`config.mk`:
```
export PLATFORM = sky130hd
export DESIGN_NAME = seg7_reader
export DESIGN_NICKNAME = d
export VERILOG_FILES = /design/src/rtl/seg7_pkg.sv /design/src/rtl/seg7_pattern_decode.sv /design/src/rtl/seg7_reader.sv
export SDC_FILE = /design/constraint.sdc
export NUM_CORES = 1
export LEC_CHECK = 0
export BUFFER_PORTS_ARGS = -buffer_cell sky130_fd_sc_hd__buf_2
export CORE_UTILIZATION = 55
export DETAILED_ROUTE_END_ITERATION = 10
export GPL_TIMING_DRIVEN = 0
export PLACE_DENSITY = 0.77
export SLEW_MARGIN = 20
export SYNTH_ARGS = -nofsm -noshare
export SYNTH_HDL_FRONTEND = slang
export SYNTH_SLANG_ARGS = --single-unit
```
`constraint.sdc`:
```
create_clock -name clk -period 3.25 [get_ports clk]
set_input_delay 0.4875 -clock clk [delete_from_list [all_inputs] [get_ports clk]]
set_output_delay 0.4875 -clock clk [all_outputs]
set_load 0.01 [all_outputs]
```
`src/rtl/seg7_pkg.sv`:
```
// Shared seven-segment definitions: active-low digit codes (bit0=a .. bit6=g),
// the blank pattern and the reader tracking-state type.
package seg7_pkg;

   localparam logic [6:0] SEG_CODE_0 = 7'b1000000;
   localparam logic [6:0] SEG_CODE_1 = 7'b1111001;
   localparam logic [6:0] SEG_CODE_2 = 7'b0100100;
   localparam logic [6:0] SEG_CODE_3 = 7'b0110000;
   localparam logic [6:0] SEG_CODE_4 = 7'b0011001;
   localparam logic [6:0] SEG_CODE_5 = 7'b0010010;
   localparam logic [6:0] SEG_CODE_6 = 7'b0000010;
   localparam logic [6:0] SEG_CODE_7 = 7'b1111000;
   localparam logic [6:0] SEG_BLANK  = 7'h7F;

   typedef enum logic {
      TRACK  = 1'b0,
      LOCKED = 1'b1
   } seg7_state_e;

endpackage

```
`src/rtl/seg7_pattern_decode.sv`:
```
// Combinational lookup: active-low segment pattern -> digit value and legality.
// Illegal patterns report value 0.
module seg7_pattern_decode
   import seg7_pkg::*;
(
   input  logic [6:0] pattern_i,
   output logic [2:0] value_o,
   output logic       legal_o
);

   always_comb begin
      value_o = '0;
      legal_o = 1'b1;
      case (pattern_i)
         SEG_CODE_0: value_o = 3'd0;
         SEG_CODE_1: value_o = 3'd1;
         SEG_CODE_2: value_o = 3'd2;
         SEG_CODE_3: value_o = 3'd3;
         SEG_CODE_4: value_o = 3'd4;
         SEG_CODE_5: value_o = 3'd5;
         SEG_CODE_6: value_o = 3'd6;
         SEG_CODE_7: value_o = 3'd7;
         default:    legal_o = 1'b0;
      endcase
   end

endmodule

```
`src/rtl/seg7_reader.sv`:
```
// Debounced seven-segment reader: accepts a pattern after STABLE_CYCLES equal
// enabled samples and presents the decoded digit on a valid/ready output.
// Optional feature macro: SEG7_READER_ERRCNT_EN adds the err_count output.
module seg7_reader
   import seg7_pkg::*;
#(
   parameter int unsigned STABLE_CYCLES = 4
) (
   input  logic       clk,
   input  logic       rst,
   input  logic [6:0] seg_in,
   input  logic       sample_en,
   output logic       out_valid,
   input  logic       out_ready,
   output logic [2:0] out_value,
   output logic       out_err,
   output logic       overrun
`ifdef SEG7_READER_ERRCNT_EN
   ,output logic [7:0] err_count
`endif
);

   localparam logic [3:0] STABLE = 4'(STABLE_CYCLES);

   seg7_state_e state_q, state_d;
   logic [6:0]  sample_q, sample_d;
   logic [3:0]  cnt_q, cnt_d;
   logic        valid_q, valid_d;
   logic [2:0]  value_q, value_d;
   logic        err_q, err_d;
   logic        over_q, over_d;
   logic        differs, accept, emit, busy;
   logic [2:0]  dec_value;
   logic        dec_legal;

   seg7_pattern_decode u_decode (
      .pattern_i (sample_q),
      .value_o   (dec_value),
      .legal_o   (dec_legal)
   );

   always_comb begin
      differs  = (seg_in != sample_q);
      accept   = (state_q == TRACK) && (cnt_q == STABLE);
      emit     = accept && (sample_q != SEG_BLANK);
      busy     = valid_q && !out_ready;

      sample_d = sample_q;
      cnt_d    = cnt_q;
      if (sample_en) begin
         sample_d = seg_in;
         if (differs)
            cnt_d = 4'd1;
         else if (cnt_q != STABLE)
            cnt_d = cnt_q + 4'd1;
      end

      // A differing sample on the acceptance cycle itself restarts tracking at once.
      state_d = state_q;
      if (accept)
         state_d = (sample_en && differs) ? TRACK : LOCKED;
      else if ((state_q == LOCKED) && sample_en && differs)
         state_d = TRACK;

      valid_d = valid_q;
      value_d = value_q;
      err_d   = err_q;
      if (emit && !busy) begin
         valid_d = 1'b1;
         value_d = dec_legal ? dec_value : 3'd0;
         err_d   = !dec_legal;
      end else if (valid_q && out_ready) begin
         valid_d = 1'b0;
      end

      over_d = over_q | (emit && busy);
   end

   always_ff @(posedge clk or posedge rst) begin
      if (rst) begin
         state_q  <= TRACK;
         sample_q <= SEG_BLANK;
         cnt_q    <= '0;
         valid_q  <= 1'b0;
         value_q  <= '0;
         err_q    <= 1'b0;
         over_q   <= 1'b0;
      end else begin
         state_q  <= state_d;
         sample_q <= sample_d;
         cnt_q    <= cnt_d;
         valid_q  <= valid_d;
         value_q  <= value_d;
         err_q    <= err_d;
         over_q   <= over_d;
      end
   end

   assign out_valid = valid_q;
   assign out_value = value_q;
   assign out_err   = err_q;
   assign overrun   = over_q;

`ifdef SEG7_READER_ERRCNT_EN
   logic [7:0] errcnt_q, errcnt_d;

   always_comb begin
      errcnt_d = errcnt_q;
      if (emit && !dec_legal && (errcnt_q != 8'hFF))
         errcnt_d = errcnt_q + 8'd1;
   end

   always_ff @(posedge clk or posedge rst) begin
      if (rst)
         errcnt_q <= '0;
      else
         errcnt_q <= errcnt_d;
   end

   assign err_count = errcnt_q;
`endif

endmodule
```
# --- Word level (Yosys, flattened, before mapping) ---
# Cells that the tools add are included.
word_totals:
  reg_bits: 18
  inputBits: 11
  output_inout_bits: 6
  elab_cells: 49
classes:
  addsub: 1
  n_eq_ne: 12
  mux: 10
  bitwise_logic: 2
  reduce_logical: 17
op_table:
  columns: ["cell", "count"]
  rows:
  - ["== test 7 bit (second input constant)", 3]
  - ["one-hot mux 3 bit (7 select lines)", 1]
  - ["== test 7 x 5 -> 1 bit (second input constant)", 2]
  - ["== test 7 x 6 -> 1 bit (second input constant)", 2]
  - ["logical AND 1 bit", 9]
  - ["two-way mux 4 bit", 2]
  - ["OR reduction 8 bit", 1]
  - ["== test 7 x 2 -> 1 bit (second input constant)", 1]
  - ["!= test 7 bit", 1]
  - ["!= test 7 bit (second input constant)", 1]
  - ["two-way mux 1 bit", 6]
  - ["nonzero test 2 bit", 3]
  - ["adder 4 x 1 -> 4 bit (second input constant)", 1]
  - ["== test 4 x 3 -> 1 bit (second input constant)", 1]
  - ["!= test 4 x 3 -> 1 bit (second input constant)", 1]
  - ["logical NOT 1 bit", 3]
  - ["two-way mux 3 bit", 1]
  - ["AND reduction 2 bit", 1]
  - ["inverter 1 bit", 1]
  - ["bitwise OR 1 bit", 1]

# --- Depth between registers and ports, before layout ---
depth:
  ltp_word: 5
  mapped_depth: 6
  mapped_depth_nobuf: 6

# --- Modules after synthesis ---
# A second synthesis with hierarchy kept.
hier_totals:
  cells_unflattened: 105
  hier_area_um2: 1114.8
by_module_without_submodules:
  columns: ["module", "instances", "cells_each", "area_each_um2", "seq_area_each_um2"]
  rows:
  - ["seg7_reader", 1, 80, 939.7, 459.2]
  - ["seg7_pattern_decode", 1, 25, 175.2, 0.0]

# --- Worst setup path before layout ---
# Ideal clock, no wire load.
synth_timing:
  kind: "register to register"
  start: "reg sample_q[3]"
  end: "reg cnt_q[0]"
  setup_time_ns: 0.125
  arrival_ns: 1.477
  required_ns: 3.125
  path_slack_ns: 1.648
  path_stages_with_launch: 6
  path_buffers: 1
  period_less_slack_ns: 1.602
  path_cell_list: "dfstp_2 > buf_6 > xor2_2 > nor4_4 > nand4_2 > mux2_2"
synth_between:
  elab_chain_cells: 3
  word_cells_on_any_way: 4
  classes_between: "1 x eq/ne; 1 x mux; 2 x reduce/logical"
synth_rtl:
  columns: ["item", "line_no", "text"]
  rows:
  - ["start: declaration", "seg7_reader.sv:26", "logic [6:0] sample_q, sample_d;"]
  - ["start signal: assignment", "seg7_reader.sv:90", "sample_q <= sample_d;"]
  - ["!= test 7 bit (*)", "seg7_reader.sv:43", "differs = (seg_in != sample_q);"]
  - ["nonzero test 2 bit (no source line)", null, null]
  - ["AND reduction 2 bit (no source line)", null, null]
  - ["end signal: assignment", "seg7_reader.sv:91", "cnt_q <= cnt_d;"]
  - ["end: declaration", "seg7_reader.sv:27", "logic [3:0] cnt_q, cnt_d;"]
# Every way passes the cells marked *; elsewhere a longest branch is shown, timed or not.
# A chain may end at the register's enable or synchronous reset.

# --- Final worst setup path ---
layout_timing:
  start: "reg sample_q[0]"
  end: "reg cnt_q[0]"
# Same word-level chain as after synthesis.

==> impl_metrics.tcl <==
set metrics [dict create \
    outcome "complete, no violations" \
    synth-simple-area-share_pct 21.4 \
    grt_pass1_wl_um 3480 \
    finClkSkew_ns 0.00311 \
    die_area_sq_um 2280 \
    comb_power_share_pct 22.7 \
    syn_area_sq_um 1150 \
    netlist_instances 107 \
    rows 16 \
    final_antenna_net_count 0 \
    final_cell_mix "buf_2 (20), dfrtp_1 (11), mux2_2 (9)" \
    switching_share_pct 28.7 \
    clkSinkCount 18 \
    cts_tree "done" \
    internal_power_uw 358 \
    startpoint_type "register" \
    finalCriticalPeriod_ns 1.78 \
    path_class "register to register" \
    maxCapViolCount 0 \
    grt_max_degree 19 \
    nets 141 \
    cts_made_buffers 3 \
    drt_iter0_drc 21 \
    routabilityCongestion 0.880 \
    postSynth.asyncResetShare_pct 100 \
    cts_setup_buffers 0 \
    slew-limit-headroom_pct 55.0 \
    cts_resized 0 \
    start_util_pct 58.5 \
    drive_gt1_share_pct 40.9 \
    synth.mux.area_fraction_pct 10.1 \
    antenna_cells 0 \
    clk_path_buf_depth 2 \
    critPathCaptureType "register" \
    setup_viol 0 \
    wirelength_um 2190 \
    hold_viol 0 \
    worstMarginPinSlew_ns 0.675 \
    avgSynthCellArea_sq_um 10.7 \
    grt_remaining_overflow 0 \
    worstPathArrival_ns 1.98 \
    port-buffer-count 16 \
    antenna_found_initial 0 \
    routedWlPerCell_um 14.2 \
    clkPwrFrac_pct 28.4 \
    path_max_fanout 9 \
    seq_power_share_pct 48.8 \
    final_common_cell "buf_2" \
    die_w_um 47.7 \
    fin_hold_ws_ns 0.263 \
    drc 0 \
    synth_cell_type_count 42 \
    fin_tns_setup_ns 0 \
    cts.clk_slew.worst_paths_ns 0.11 \
    fin_crit_sh_pct 54.7 \
    hpwlAfterDp_um 1590 \
    power.leakage_uw 0.000562 \
    power_density_nw_per_um2 387 \
    die_y_um 47.7 \
    synth_xor_area_share_pct 7.52 \
    htreeDepth 1 \
    synth_ff_type "dfrtp_1" \
    netSwitchingPower_uw 144 \
    grt_pass1_vias 771 \
    rsz0062_at_grt "false" \
    cts_hold_buf 0 \
    grt_usage_pct 22.8 \
    insertion_delay_ns 0.30 \
    report.final.slew_viol_count 0 \
    synth_top_family_by_area "simple AND/OR/NAND/NOR gates" \
    fmax_mhz 563 \
    synth_compound_area_share_pct 11.5 \
    pin_count 17 \
    hold_class "input port to asynchronous set/reset pin" \
    syn_nets 120 \
    synthToLayoutAreaGrowth_pct 13.1 \
    seq_area_frac_synth_pct 40.0 \
    vias_per_cell 5.70 \
    crit_required_ns 3.45 \
    peakVddDrop_mv 0.269 \
    synth-edff-count 0 \
    yosys.area_share.adder_pct 2.18 \
    synth_seq_cells 18 \
    coreArea_sq_um 1960 \
    fill_cells 173 \
    root_buffer "clkbuf_4" \
    first_pass_iters 4 \
    via_count 878 \
    yosysWarnings 0 \
]
[per-stage QoR]
| stage | worst slack, ns | total power [uW] | instance area [sq um] | util, % | std cells |
|---|---|---|---|---|---|
| finish | 1.47 | 502 | 1300 | 66.2 | 154 |
| floorplan | 1.65 | 337 | 1150 | - | 107 |
| global placement | 1.49 | 358 | 1260 | 64.3 | 150 |
| CTS | 1.47 | 504 | 1300 | 66.2 | 154 |
| global route | 1.38 | 529 | 1300 | 66.2 | 154 |
| detailed placement | 1.46 | 363 | 1260 | 64.3 | 150 |
[synthesized netlist by cell type (all sizes together) (3+ instances only)]
cell type	n	area share [%]
inv	5	1.6
o21ai	5	2.2
nand3b	3	2.0
buf	8	5.7
o31ai	3	2.0
nor2	5	1.6
dfstp	7	16
a21oi	5	2.2
xor2	8	6.8
nand2	3	0.98
nand3	4	1.7
dfrtp	11	24
mux2	10	10
[area by class of cell]
type / instances / area [sq um] / share of cell area, %
Multi-Input combinational cell: 76 / 606 / 46.6
Sequential cell: 18 / 459 / 35.4
Timing Repair Buffer: 16 / 80.1 / 6.17
Buffer: 8 / 65.1 / 5.01
Clock buffer: 4 / 36.3 / 2.79
Tap cell: 27 / 33.8 / 2.60
Inverter: 5 / 18.8 / 1.45
[metal layers]
| layer | wire length [um] | GRT usage [%] |
|---|---|---|
| met5 | 0 | 0 |
| met4 | 59 | 10.0 |
| met3 | 100 | 4.53 |
| met2 | 1130 | 37.3 |
| met1 | 898 | 29.2 |
[final timing paths]
kind	cells past startpoint	endpoint	start	slack, ns
min	2	cnt_q[3]	rst	0.26
max	5	cnt_q[0]	sample_q[0]	1.47
max reg2reg	5	cnt_q[0]	sample_q[0]	1.47
max in group asynchronous	2	out_err	rst	2.56
min in group clk	2	sample_q[6]	seg_in[6]	0.44
min reg2reg	1	overrun	overrun	0.50
[registers in the layout, indices dropped and copies added (netlist names)]
| register | cells |
|---|---|
| overrun | 1 |
| out_value | 3 |
| sample_q | 7 |
| state_q | 1 |
| cnt_q | 4 |
| out_valid | 1 |
| out_err | 1 |
[logic make-up (layout without fill, tap and decap cells)]
| family | after synthesis | in the layout |
|---|---|---|
| muxes | 10 | 10 |
| buffers and inverters | 13 | 33 |
| adders and majority gates | 2 | 2 |
| AOI/OAI and AO/OA | 21 | 21 |
| and+or+nand+nor | 34 | 34 |
| DFF | 18 | 18 |
| xor gates and xnor gates | 9 | 9 |
[worst max-delay path, stage by stage, from the launching register on]
cell and delay (ns):
dfstp_2 0.52, buf_2 0.19, xor2_1 0.13, nor4_4 0.37, a31oi_1 0.19, mux2_2 0.29
[power groups by stage]
stage / clock network, uW / registers [uW] / logic (uW)
CTS: 144 / 245 / 115
finish: 143 / 245 / 114
floorplan: 0 / 248 / 88.7
global route: 157 / 247 / 125
detailed placement: 0 / 249 / 113
global placement: 0 / 249 / 109
(Power assumes the default switching activity.)
